**src/rtl/pipeline_ctrl_if.sv**
```systemverilog
// Handshake bundle between the pipeline datapath and the stall/flush sequencer.
// The master side raises hazard/branch/memory/halt events; the slave side returns enables, flushes and status.
interface pipeline_ctrl_if #(
    parameter int CNT_W = 32
);
    logic             hz_stall;
    logic             br_taken;
    logic             mem_req;
    logic             mem_ready;
    logic             halt_req;

    logic             pc_en;
    logic             if_id_en;
    logic             id_ex_en;
    logic             ex_mem_en;
    logic             mem_wb_en;
    logic             if_id_flush;
    logic             id_ex_flush;
    logic             mem_wb_flush;
    logic             halted;
    logic             mem_err;
    logic [CNT_W-1:0] hz_stall_cnt;
    logic [CNT_W-1:0] mem_wait_cnt;
    logic [CNT_W-1:0] flush_cnt;

    modport master (
        output hz_stall, br_taken, mem_req, mem_ready, halt_req,
        input  pc_en, if_id_en, id_ex_en, ex_mem_en, mem_wb_en,
        input  if_id_flush, id_ex_flush, mem_wb_flush,
        input  halted, mem_err, hz_stall_cnt, mem_wait_cnt, flush_cnt
    );

    modport slave (
        input  hz_stall, br_taken, mem_req, mem_ready, halt_req,
        output pc_en, if_id_en, id_ex_en, ex_mem_en, mem_wb_en,
        output if_id_flush, id_ex_flush, mem_wb_flush,
        output halted, mem_err, hz_stall_cnt, mem_wait_cnt, flush_cnt
    );
endinterface

```
**src/rtl/pipeline_ctrl.sv**
```systemverilog
// Stall/flush sequencer for the 5-stage RV32I pipeline: merges hazard, branch, memory and halt
// events into per-stage enables/flushes, with saturating event counters and a memory watchdog.
module pipeline_ctrl #(
    parameter int CNT_W       = 32,
    parameter int MEM_TIMEOUT = 15
) (
    input  logic           clock,
    input  logic           reset,
    pipeline_ctrl_if.slave bus
);
    localparam logic [1:0] S_RUN      = 2'd0;
    localparam logic [1:0] S_MEM_WAIT = 2'd1;
    localparam logic [1:0] S_HALT     = 2'd2;
    localparam logic [7:0] W_TIMEOUT  = 8'(MEM_TIMEOUT);

    logic [1:0]       r_state;
    logic [7:0]       r_wait_cnt;
    logic [CNT_W-1:0] r_hz_cnt;
    logic [CNT_W-1:0] r_mw_cnt;
    logic [CNT_W-1:0] r_fl_cnt;
    logic             r_halted;
    logic             r_mem_err;

    logic [1:0]       w_next_state;
    logic [7:0]       w_wait_next;
    logic             w_mem_stall;
    logic             w_inc_hz;
    logic             w_inc_mw;
    logic             w_inc_fl;
    logic             w_set_err;
    logic             w_pc_en;
    logic             w_if_id_en;
    logic             w_id_ex_en;
    logic             w_ex_mem_en;
    logic             w_mem_wb_en;
    logic             w_if_id_flush;
    logic             w_id_ex_flush;
    logic             w_mem_wb_flush;

    function automatic logic [CNT_W-1:0] sat_inc(input logic [CNT_W-1:0] v);
        if (v == {CNT_W{1'b1}}) begin
            return v;
        end else begin
            return v + CNT_W'(1'b1);
        end
    endfunction

    assign w_mem_stall = bus.mem_req & ~bus.mem_ready;

    // Priority resolution of control outputs and next-state/counter intents.
    always_comb begin
        w_pc_en        = 1'b0;
        w_if_id_en     = 1'b0;
        w_id_ex_en     = 1'b0;
        w_ex_mem_en    = 1'b0;
        w_mem_wb_en    = 1'b0;
        w_if_id_flush  = 1'b0;
        w_id_ex_flush  = 1'b0;
        w_mem_wb_flush = 1'b0;
        w_next_state   = r_state;
        w_wait_next    = r_wait_cnt;
        w_inc_hz       = 1'b0;
        w_inc_mw       = 1'b0;
        w_inc_fl       = 1'b0;
        w_set_err      = 1'b0;
        if (reset) begin
            w_if_id_flush  = 1'b1;
            w_id_ex_flush  = 1'b1;
            w_mem_wb_flush = 1'b1;
            w_next_state   = S_RUN;
            w_wait_next    = 8'd0;
        end else begin
            case (r_state)
                S_RUN, S_MEM_WAIT: begin
                    if (bus.halt_req) begin
                        w_next_state = S_HALT;
                    end else if (w_mem_stall) begin
                        w_mem_wb_flush = 1'b1;
                        w_inc_mw       = 1'b1;
                        if (r_state == S_RUN) begin
                            w_next_state = S_MEM_WAIT;
                            w_wait_next  = 8'd1;
                        end else if (r_wait_cnt == W_TIMEOUT) begin
                            // Watchdog: memory never answered within the allowed window.
                            w_next_state = S_HALT;
                            w_set_err    = 1'b1;
                        end else begin
                            w_wait_next = r_wait_cnt + 8'd1;
                        end
                    end else begin
                        w_next_state = S_RUN;
                        if (bus.br_taken) begin
                            // Branch beats a RAW stall: the stalled instruction is wrong-path.
                            w_pc_en       = 1'b1;
                            w_if_id_en    = 1'b1;
                            w_id_ex_en    = 1'b1;
                            w_ex_mem_en   = 1'b1;
                            w_mem_wb_en   = 1'b1;
                            w_if_id_flush = 1'b1;
                            w_id_ex_flush = 1'b1;
                            w_inc_fl      = 1'b1;
                        end else if (bus.hz_stall) begin
                            w_id_ex_en    = 1'b1;
                            w_ex_mem_en   = 1'b1;
                            w_mem_wb_en   = 1'b1;
                            w_id_ex_flush = 1'b1;
                            w_inc_hz      = 1'b1;
                        end else begin
                            w_pc_en     = 1'b1;
                            w_if_id_en  = 1'b1;
                            w_id_ex_en  = 1'b1;
                            w_ex_mem_en = 1'b1;
                            w_mem_wb_en = 1'b1;
                        end
                    end
                end
                S_HALT: begin
                    w_next_state = S_HALT;
                end
                default: begin
                    w_next_state = S_RUN;
                end
            endcase
        end
    end

    // State, watchdog, status flags and saturating counters.
    always_ff @(posedge clock) begin
        if (reset) begin
            r_state    <= S_RUN;
            r_wait_cnt <= 8'd0;
            r_hz_cnt   <= '0;
            r_mw_cnt   <= '0;
            r_fl_cnt   <= '0;
            r_halted   <= 1'b0;
            r_mem_err  <= 1'b0;
        end else begin
            r_state    <= w_next_state;
            r_wait_cnt <= w_wait_next;
            r_halted   <= (w_next_state == S_HALT);
            r_mem_err  <= r_mem_err | w_set_err;
            if (w_inc_hz) begin
                r_hz_cnt <= sat_inc(r_hz_cnt);
            end
            if (w_inc_mw) begin
                r_mw_cnt <= sat_inc(r_mw_cnt);
            end
            if (w_inc_fl) begin
                r_fl_cnt <= sat_inc(r_fl_cnt);
            end
        end
    end

    assign bus.pc_en        = w_pc_en;
    assign bus.if_id_en     = w_if_id_en;
    assign bus.id_ex_en     = w_id_ex_en;
    assign bus.ex_mem_en    = w_ex_mem_en;
    assign bus.mem_wb_en    = w_mem_wb_en;
    assign bus.if_id_flush  = w_if_id_flush;
    assign bus.id_ex_flush  = w_id_ex_flush;
    assign bus.mem_wb_flush = w_mem_wb_flush;
    assign bus.halted       = r_halted;
    assign bus.mem_err      = r_mem_err;
    assign bus.hz_stall_cnt = r_hz_cnt;
    assign bus.mem_wait_cnt = r_mw_cnt;
    assign bus.flush_cnt    = r_fl_cnt;

endmodule
```
**src/flat_wrapper.sv**
```systemverilog
// flat-port wrapper written by rule: the top's interface ports become plain ports
module pipeline_ctrl_flat 
#(
    parameter int CNT_W       = 32,
    parameter int MEM_TIMEOUT = 15
)
  (clock, reset, bus_hz_stall, bus_br_taken, bus_mem_req, bus_mem_ready, bus_halt_req, bus_pc_en, bus_if_id_en, bus_id_ex_en, bus_ex_mem_en, bus_mem_wb_en, bus_if_id_flush, bus_id_ex_flush, bus_mem_wb_flush, bus_halted, bus_mem_err, bus_hz_stall_cnt, bus_mem_wait_cnt, bus_flush_cnt);
  pipeline_ctrl_if #(.CNT_W(CNT_W)) bus_i ();
  input  logic clock;
  input  logic reset;
  input wire logic [$bits(bus_i.hz_stall)-1:0] bus_hz_stall;
  input wire logic [$bits(bus_i.br_taken)-1:0] bus_br_taken;
  input wire logic [$bits(bus_i.mem_req)-1:0] bus_mem_req;
  input wire logic [$bits(bus_i.mem_ready)-1:0] bus_mem_ready;
  input wire logic [$bits(bus_i.halt_req)-1:0] bus_halt_req;
  output wire logic [$bits(bus_i.pc_en)-1:0] bus_pc_en;
  output wire logic [$bits(bus_i.if_id_en)-1:0] bus_if_id_en;
  output wire logic [$bits(bus_i.id_ex_en)-1:0] bus_id_ex_en;
  output wire logic [$bits(bus_i.ex_mem_en)-1:0] bus_ex_mem_en;
  output wire logic [$bits(bus_i.mem_wb_en)-1:0] bus_mem_wb_en;
  output wire logic [$bits(bus_i.if_id_flush)-1:0] bus_if_id_flush;
  output wire logic [$bits(bus_i.id_ex_flush)-1:0] bus_id_ex_flush;
  output wire logic [$bits(bus_i.mem_wb_flush)-1:0] bus_mem_wb_flush;
  output wire logic [$bits(bus_i.halted)-1:0] bus_halted;
  output wire logic [$bits(bus_i.mem_err)-1:0] bus_mem_err;
  output wire logic [$bits(bus_i.hz_stall_cnt)-1:0] bus_hz_stall_cnt;
  output wire logic [$bits(bus_i.mem_wait_cnt)-1:0] bus_mem_wait_cnt;
  output wire logic [$bits(bus_i.flush_cnt)-1:0] bus_flush_cnt;
  assign bus_i.hz_stall = bus_hz_stall;
  assign bus_i.br_taken = bus_br_taken;
  assign bus_i.mem_req = bus_mem_req;
  assign bus_i.mem_ready = bus_mem_ready;
  assign bus_i.halt_req = bus_halt_req;
  assign bus_pc_en = bus_i.pc_en;
  assign bus_if_id_en = bus_i.if_id_en;
  assign bus_id_ex_en = bus_i.id_ex_en;
  assign bus_ex_mem_en = bus_i.ex_mem_en;
  assign bus_mem_wb_en = bus_i.mem_wb_en;
  assign bus_if_id_flush = bus_i.if_id_flush;
  assign bus_id_ex_flush = bus_i.id_ex_flush;
  assign bus_mem_wb_flush = bus_i.mem_wb_flush;
  assign bus_halted = bus_i.halted;
  assign bus_mem_err = bus_i.mem_err;
  assign bus_hz_stall_cnt = bus_i.hz_stall_cnt;
  assign bus_mem_wait_cnt = bus_i.mem_wait_cnt;
  assign bus_flush_cnt = bus_i.flush_cnt;
  pipeline_ctrl #(.CNT_W(CNT_W), .MEM_TIMEOUT(MEM_TIMEOUT)) u_core (.clock(clock), .reset(reset), .bus(bus_i));
endmodule
```
**config.mk**
```make
export PLATFORM = sky130hd
export DESIGN_NAME = pipeline_ctrl_flat
export DESIGN_NICKNAME = d
export VERILOG_FILES = /design/src/rtl/pipeline_ctrl_if.sv /design/src/rtl/pipeline_ctrl.sv /design/src/flat_wrapper.sv
export SDC_FILE = /design/constraint.sdc
export NUM_CORES = 1
export LEC_CHECK = 0
export ABC_AREA = 1
export BUFFER_PORTS_ARGS = -buffer_cell sky130_fd_sc_hd__buf_2
export CAP_MARGIN = 20
export CORE_MARGIN = 5
export CORE_UTILIZATION = 45
export CTS_CLUSTER_DIAMETER = 60
export DETAILED_ROUTE_END_ITERATION = 8
export PLACE_DENSITY = 0.69
export REMOVE_ABC_BUFFERS = 1
export SETUP_SLACK_MARGIN = 0.4
export SYNTH_ARGS = -nofsm -noshare
export SYNTH_HDL_FRONTEND = slang
export SYNTH_SLANG_ARGS = --single-unit
```
**constraint.sdc**
```tcl
create_clock -name clock -period 4.35 [get_ports clock]
set_input_delay 0 -clock clock [delete_from_list [all_inputs] [get_ports clock]]
set_output_delay 0 -clock clock [all_outputs]
set_load 0.01 [all_outputs]
```
==> impl_metrics.py, run 1 <==
metrics = {
    "cells_and_area": {
        "layout_commonest_cell": "nand2_1",
        "final_area_sq_um": 7700,
        "syn2layout_area_growth_pct": 13.3,
        "drive_gt1_share_pct": 16.5,
        "antenna_cells": 0,
        "final_cells": 1388,
        "layout_common_cells": "nand2_1, nor2_1, buf_2",
        "nNetsFinal": 1206,
    },
    "worst_hold_path": {
        "hold_path.class": "in -> reg",
        "holdPathEnd": "u_core.r_state[1]",
        "hold_start": "bus_halt_req",
        "hold_depth": 3,
    },
    "setup_path": {
        "critPathMaxFanout": 28,
        "critPathLaunchType": "flop",
        "worst_r2r_path_depth": 7,
        "r2r_slack_ps": 1930,
        "crit_type": "reg -> reg",
        "regToRegEndpoint": "u_core.bus.mem_wait_cnt[31]",
        "crit_arrival_ps": 2710,
        "critical_path.endpoint_type": "flop",
        "required_ps": 4640,
        "r2r_start": "u_core.r_state[1]",
    },
    "power": {
        "ir_drop_mv": 0.173,
        "power_density_nw_per_um2": 257,
        "leakage_nw": 3.05,
    },
    "job": {
        "drv_cap": 0,
    },
    "floorplanning": {
        "pin_count": 113,
        "die_h_microns": 133,
        "core_area_sq_um": 15000,
        "fp.dieW_microns": 133,
        "num_rows": 45,
        "start_util_pct": 45.2,
        "die_area_sq_um": 17700,
    },
    "clock_network": {
        "clk_pin_slew_worst_paths_ps": 70,
        "clk_latency_ps": 350,
        "root_buffer": "clkbuf_16",
        "numCtsBuffers": 9,
        "postCtsSetupBuffers": 0,
        "cts_tree": "done",
        "cts.sinks": 108,
        "post_cts_resized": 0,
        "cts_hold_buf": 0,
        "clockBufferDepth": 2,
        "htreeDepth": 3,
    },
    "route": {
        "vias_per_cell": 4.90,
        "initialDrtViolationCount": 436,
        "num_vias": 6800,
        "final_antenna_net_count": 0,
        "remaining_drc_errors": 0,
        "routed_wirelength_mm": 17.4,
        "wire_per_inst_microns": 12.6,
        "dr.pass1.iters": 5,
    },
    "timing": {
        "finalHoldViolCount": 0,
        "setup_viol": 0,
        "setup_ws_ps": 1930,
        "grt_setup_unrepaired": "false",
        "fin_tns_setup_ps": 0,
        "timing.final.crit_share_pct": 55.7,
        "slew_viol_final": 0,
        "skew_ps": 7.58,
        "relSlewSlack_pct": 39.7,
        "worst_slew_pin_slew_ps": 904,
        "fin_crit_ps": 2420,
        "fmax_mhz": 413,
    },
    "global_routing": {
        "grt_max_degree": 71,
        "first_global_vias": 6256,
        "grt_antenna_before_repair": 0,
        "grt_pass1_wl_mm": 29.6,
        "grt_usage_pct": 20.0,
        "grt_overflow_total": 0,
    },
    "place": {
        "place_congestion": 0.878,
        "dpl-instance-area_sq_um": 7380,
        "place_ws_ps": 1860,
        "numPortBuffers": 112,
        "dp_hpwl_mm": 12.9,
        "dp_cells": 1372,
    },
    "synth": {
        "synth_seq_cells": 108,
        "yosysWarnings": 0,
        "syn_avg_cell_area_sq_um": 6.18,
        "synth_flop_cell": "dfxtp_1",
        "synth_edf_count": 0,
        "async_reset_ff_share_pct": 0,
        "synth_cells": 1100,
        "synth_cell_types": 32,
        "syn-cell-area_sq_um": 6800,
        "yosysSeqAreaShare_pct": 31.8,
    },
    "status": {
        "status": "complete, no violations",
    },
}
==> power by group <==
part	switching, mW	leakage (nW)	total (mW)	internal (mW)
logic	0.0595	2.02	0.0778	0.0183
clock network	0.386	0.159	0.907	0.521
registers	0.00373	0.870	0.995	0.992
total	0.449	3.05	1.98	1.53
==> Yosys cell counts, drive strengths merged, types with 2 or more instances <==
master | count | area, sq um
xor2 | 27 | 236
buf | 20 | 193
clkbuf | 9 | 33.8
nand2 | 431 | 1730
a211oi | 2 | 15.0
nor2 | 220 | 917
nand4 | 19 | 119
xnor2 | 17 | 149
dfxtp | 108 | 2160
nand3 | 47 | 240
ha | 4 | 50.1
inv | 93 | 349
o21ai | 16 | 80.1
nor3 | 14 | 70.1
a21oi | 69 | 424
==> layout make-up <==
| cell class | instances | area [sq um] |
|---|---|---|
| inverters | 93 | 349 |
| flip-flops and latches | 108 | 2160 |
| clock inverters | 6 | 86.3 |
| clock buffers | 10 | 239 |
| multi-input cells | 870 | 4060 |
| repair buffers | 113 | 568 |
| fillers | 1549 | 7330 |
| well taps | 188 | 235 |
==> how the worst max path moves through the flow <==
stage | to | slack (ps) | cells past startpoint | start
2_1_floorplan | u_core.bus.hz_stall_cnt[0] | 2450 | 10 | u_core.bus.hz_stall_cnt[1]
3_3_place_gp | u_core.bus.mem_wait_cnt[31] | 1840 | 7 | u_core.r_state[1]
3_5_place_dp | u_core.bus.hz_stall_cnt[6] | 1860 | 8 | reset
4_1_cts | u_core.bus.mem_wait_cnt[31] | 1900 | 7 | u_core.r_state[1]
5_1_grt | u_core.bus.mem_wait_cnt[27] | 1620 | 7 | u_core.r_state[1]
6_report | u_core.bus.mem_wait_cnt[31] | 1930 | 7 | u_core.r_state[1]
==> flip-flops by register name, indices dropped and copies added, names as in the netlist <==
| register | flops |
|---|---|
| u_core.bus.flush_cnt | 32 |
| u_core.bus.halted | 1 |
| u_core.bus.hz_stall_cnt | 32 |
| u_core.bus.mem_err | 1 |
| u_core.bus.mem_wait_cnt | 32 |
| u_core.r_state | 2 |
| u_core.r_wait_cnt | 8 |
==> kinds of logic after synthesis <==
logic type,count (synthesis),share of synthesized area (%)
adder cells (fa/ha/maj),4,0.736
XOR/XNOR,44,5.67
buffers and inverters,122,8.47
AO/OA/AOI/OAI,90,8.02
flip-flops,108,31.8
AND/OR/NAND/NOR,732,45.3
==> per-stage QoR <==
step                hold WS [ps]  util (%)  total power [mW]
global placement             361      49.1              1.10
floorplan                   62.4         -              1.06
CTS                         39.3      51.2              2.01
global route                66.8      51.2              2.05
detailed placement           358      49.1              1.10
finish                      43.7      51.2              1.98
==> routing by layer <==
metal  track usage, %  vias to the layer above  part of all wire, %
met5                0                        -                    0
met4             6.35                        0                  1.3
met3             3.46                       15                  5.2
met2             32.4                      152                   45
met1             27.0                     3023                   48
li1                 -                     3610                    -
==> critical path, cell delays in order (launching register included) <==
cell and delay, ps:
dfxtp_1 340, nor2_4 160, nand2_1 190, nor2_1 670, nand2_4 350, inv_2 390, nand2_1 120, a21oi_2 120
Power figures use the tool's default switching activity.
==> run 2, diff against run 1 <==
--- a/config.mk
+++ b/config.mk
@@ -5,14 +5,14 @@
 export SDC_FILE = /design/constraint.sdc
 export NUM_CORES = 1
 export LEC_CHECK = 0
-export ABC_AREA = 1
+export ABC_AREA = 0
 export BUFFER_PORTS_ARGS = -buffer_cell sky130_fd_sc_hd__buf_2
 export CAP_MARGIN = 20
 export CORE_MARGIN = 5
 export CORE_UTILIZATION = 45
 export CTS_CLUSTER_DIAMETER = 60
 export DETAILED_ROUTE_END_ITERATION = 8
-export PLACE_DENSITY = 0.69
+export PLACE_DENSITY = 0.71
 export REMOVE_ABC_BUFFERS = 1
 export SETUP_SLACK_MARGIN = 0.4
 export SYNTH_ARGS = -nofsm -noshare
==> constraint.sdc (replaced) <==
create_clock -name clock -period 2.3 [get_ports clock]
set_input_delay 0 -clock clock [delete_from_list [all_inputs] [get_ports clock]]
set_output_delay 0 -clock clock [all_outputs]
set_load 0.01 [all_outputs]
==> run 2 against run 1 <==
The run now ends with hold timing left; area after synthesis shrank 19%; sequential power grew 87%; first-iteration DRC count is 30% higher; critical endpoint is now u_core.bus.mem_wait_cnt[23]; non-clock buffer count rose by 118; highest routed layer unchanged; clock skew fell by 2.0 ps; die area decreased by 18%; critical path type unchanged; fmax increased by 18%; global-route usage increased by 3.3 points; design area increased by 6.2%; critical path depth fell by 1.
==> impl_metrics.py, run 2 <==
metrics = {
    "status": {
        "status": "finished with violations",
        "violations": "hold timing",
    },
    "route": {
        "wl_met1_mm": 7.98,
        "dr.pass1.iters": 7,
        "final_antenna_net_count": 0,
        "wire_per_inst_microns": 18.6,
        "top_layer_used": "met4",
        "routed_wirelength_mm": 19.3,
        "wl_met3_mm": 1.12,
        "dr_wl_met2_mm": 9.59,
        "remaining_drc_errors": 0,
        "num_vias": 6520,
        "initialDrtViolationCount": 567,
        "vias_per_cell": 6.28,
    },
    "timing": {
        "fin_crit_ps": 2050,
        "relSlewSlack_pct": 37.6,
        "fmax_mhz": 489,
        "setup_viol": 0,
        "skew_ps": 5.62,
        "slew_viol_final": 0,
        "grt_setup_unrepaired": "true",
        "worst_slew_pin_slew_ps": 936,
        "finalHoldViolCount": 4,
        "fin_tns_setup_ps": 0,
        "timing.hold.ws_ps": -100,
        "timing.final.crit_share_pct": 89.0,
    },
    "clock_network": {
        "clockBufferDepth": 2,
        "cts_tree": "done",
        "root_buffer": "clkbuf_16",
        "clk_pin_slew_worst_paths_ps": 70,
        "htreeDepth": 3,
        "cts.sinks": 108,
        "clk_latency_ps": 350,
        "numCtsBuffers": 9,
    },
    "synth": {
        "synth_compound_area_share_pct": 18.0,
        "synth_edf_count": 0,
        "async_reset_ff_share_pct": 0,
        "synth_top_family_by_area": "simple AND/OR/NAND/NOR gates",
        "synth_fa_ha_area_share_pct": 0.909,
        "synth_xor_xnor_area_share_pct": 2.55,
        "synth-simple-area-share_pct": 32.5,
        "synth_seq_cells": 108,
        "synth_flop_cell": "dfxtp_1",
        "yosysWarnings": 0,
        "muxShareOfSynthArea_pct": 3.00,
        "synth_cell_types": 53,
        "synth_top_area_share_pct": 39.3,
        "yosys-top-cells-count": "dfxtp_1, a21oi_1, nor2_1, nand2_1",
        "synth_cells": 674,
        "yosysSeqAreaShare_pct": 39.3,
        "netlist_top_cells_area": "dfxtp_1, a21oi_1, or3_1, nor2_1, nand4_1",
        "yosysTopAreaCell": "dfxtp_1",
        "syn-cell-area_sq_um": 5500,
        "syn_avg_cell_area_sq_um": 8.17,
        "synth.most_common_cell": "dfxtp_1",
    },
    "setup_path": {
        "critical_path.endpoint_type": "flop",
        "critPathLaunchType": "flop",
        "r2r_slack_ps": 250,
        "r2r_start": "u_core.r_state[1]",
        "worst_r2r_path_depth": 6,
        "crit_type": "reg -> reg",
        "critPathMaxFanout": 6,
        "required_ps": 2540,
        "critPathLaunch": "u_core.r_state[1]",
        "crit_path_end": "u_core.bus.mem_wait_cnt[23]",
        "crit_arrival_ps": 2290,
        "regToRegEndpoint": "u_core.bus.mem_wait_cnt[23]",
    },
    "cells_and_area": {
        "final_cells": 1038,
        "fill_cells": 910,
        "nNetsFinal": 897,
        "ff_latch_area_sq_um": 2270,
        "final_area_sq_um": 8180,
        "layout_common_cells": "buf_2, buf_4, dfxtp_1",
        "multi_input_area_sq_um": 3820,
        "antenna_cells": 0,
        "layout_commonest_cell": "buf_2",
        "drive_gt1_share_pct": 48.5,
        "syn2layout_area_growth_pct": 48.6,
    },
    "place": {
        "dpl-instance-area_sq_um": 6420,
        "dp_cells": 943,
        "place_congestion": 0.902,
        "dp_hpwl_mm": 11.4,
        "numPortBuffers": 112,
    },
    "power": {
        "p_int_mw": 2.80,
        "ir_drop_mv": 0.353,
        "switching_share_pct": 22.3,
        "pwr-share-seq_pct": 51.7,
        "comb_power_share_pct": 4.6,
        "leakage_nw": 3.09,
        "power.share.clock_pct": 43.7,
        "p_switching_mw": 0.802,
        "power_density_nw_per_um2": 440,
    },
    "floorplanning": {
        "core_area_sq_um": 12000,
        "num_rows": 40,
        "start_util_pct": 45.8,
        "die_area_sq_um": 14500,
        "pin_count": 113,
        "die_h_microns": 121,
        "fp.dieW_microns": 121,
    },
    "global_routing": {
        "first_global_vias": 5821,
        "grt_max_degree": 77,
        "grt_antenna_before_repair": 0,
        "grt_overflow_total": 0,
        "grt_usage_pct": 23.3,
        "grt_pass1_wl_mm": 28.2,
    },
    "worst_hold_path": {
        "hold_path.class": "in -> reg",
    },
    "job": {
        "drv_cap": 0,
    },
}
==> run 2: layout make-up <==
type | instances | area share (%)
inverters | 19 | 0.872
well taps | 147 | 2.25
flip-flops and latches | 108 | 27.8
repair buffers | 231 | 18.7
multi-input cells | 517 | 46.7
clock buffers | 16 | 3.69
==> run 2: worst min-delay path by stage <==
stage / start / to / slack (ps) / cells past startpoint
floorplan: reset / u_core.bus.flush_cnt[10] / 70 / 1
global placement: reset / u_core.r_wait_cnt[1] / 240 / 2
detailed placement: reset / u_core.r_wait_cnt[1] / 250 / 2
CTS: reset / u_core.r_wait_cnt[1] / -110 / 2
global route: reset / u_core.r_wait_cnt[1] / -100 / 2
finish: reset / u_core.r_wait_cnt[1] / -100 / 2
==> run 2: repair_timing <==
| item | CTS | global route |
|---|---|---|
| resized for setup | 79 | 164 |
| endpoints found under the hold margin | 4 | 4 |
| setup buffers | 35 | 40 |
| gates cloned | 4 | 0 |
| endpoints found under the setup margin | 88 | 95 |
| pin swaps | 29 | 71 |
==> run 2: critical path: stages (launching register included) <==
cell and delay [ps]:
dfxtp_4 360, or3_4 360, nor4_4 280, buf_4 190, nand2_4 80, nor4_4 340, mux2_4 330
==> run 2: routing by layer <==
metal	track usage, %	vias to the layer above
met1	29.8	3190
li1	-	2996
met4	9.92	0
met5	0	-
met2	38.8	269
met3	3.93	65
==> run 2: metrics by stage <==
step | setup WS (ps) | total power, mW | util [%] | hold WS [ps]
after detailed placement | 129 | 2.05 | 53.4 | 252
after CTS | 324 | 3.62 | 60.5 | -107
final | 254 | 3.60 | 68.1 | -100
after global routing | 131 | 3.72 | 68.1 | -101
after global placement | 227 | 2.05 | 53.4 | 244
after floorplan | -338 | 1.97 | - | 69.1
==> run 2: power by group through the flow <==
stage                     Sequential (mW)  Clock [mW]  Combinational [mW]
after global routing                 1.86        1.68               0.179
after floorplan                      1.92           0              0.0481
after global placement               1.92           0               0.125
final                                1.86        1.57               0.167
after detailed placement             1.92           0               0.128
after CTS                            1.88        1.60               0.142
==> run 2: cells by family (layout without fill, tap and decap cells) <==
kind of cell | Yosys count | in the layout
AO/OA/AOI/OAI | 163 | 163
XOR/XNOR | 16 | 16
adder cells (fa/ha/maj) | 4 | 4
buffers and inverters | 49 | 266
flip-flops | 108 | 108
multiplexers | 15 | 15
AND/OR/NAND/NOR | 319 | 319
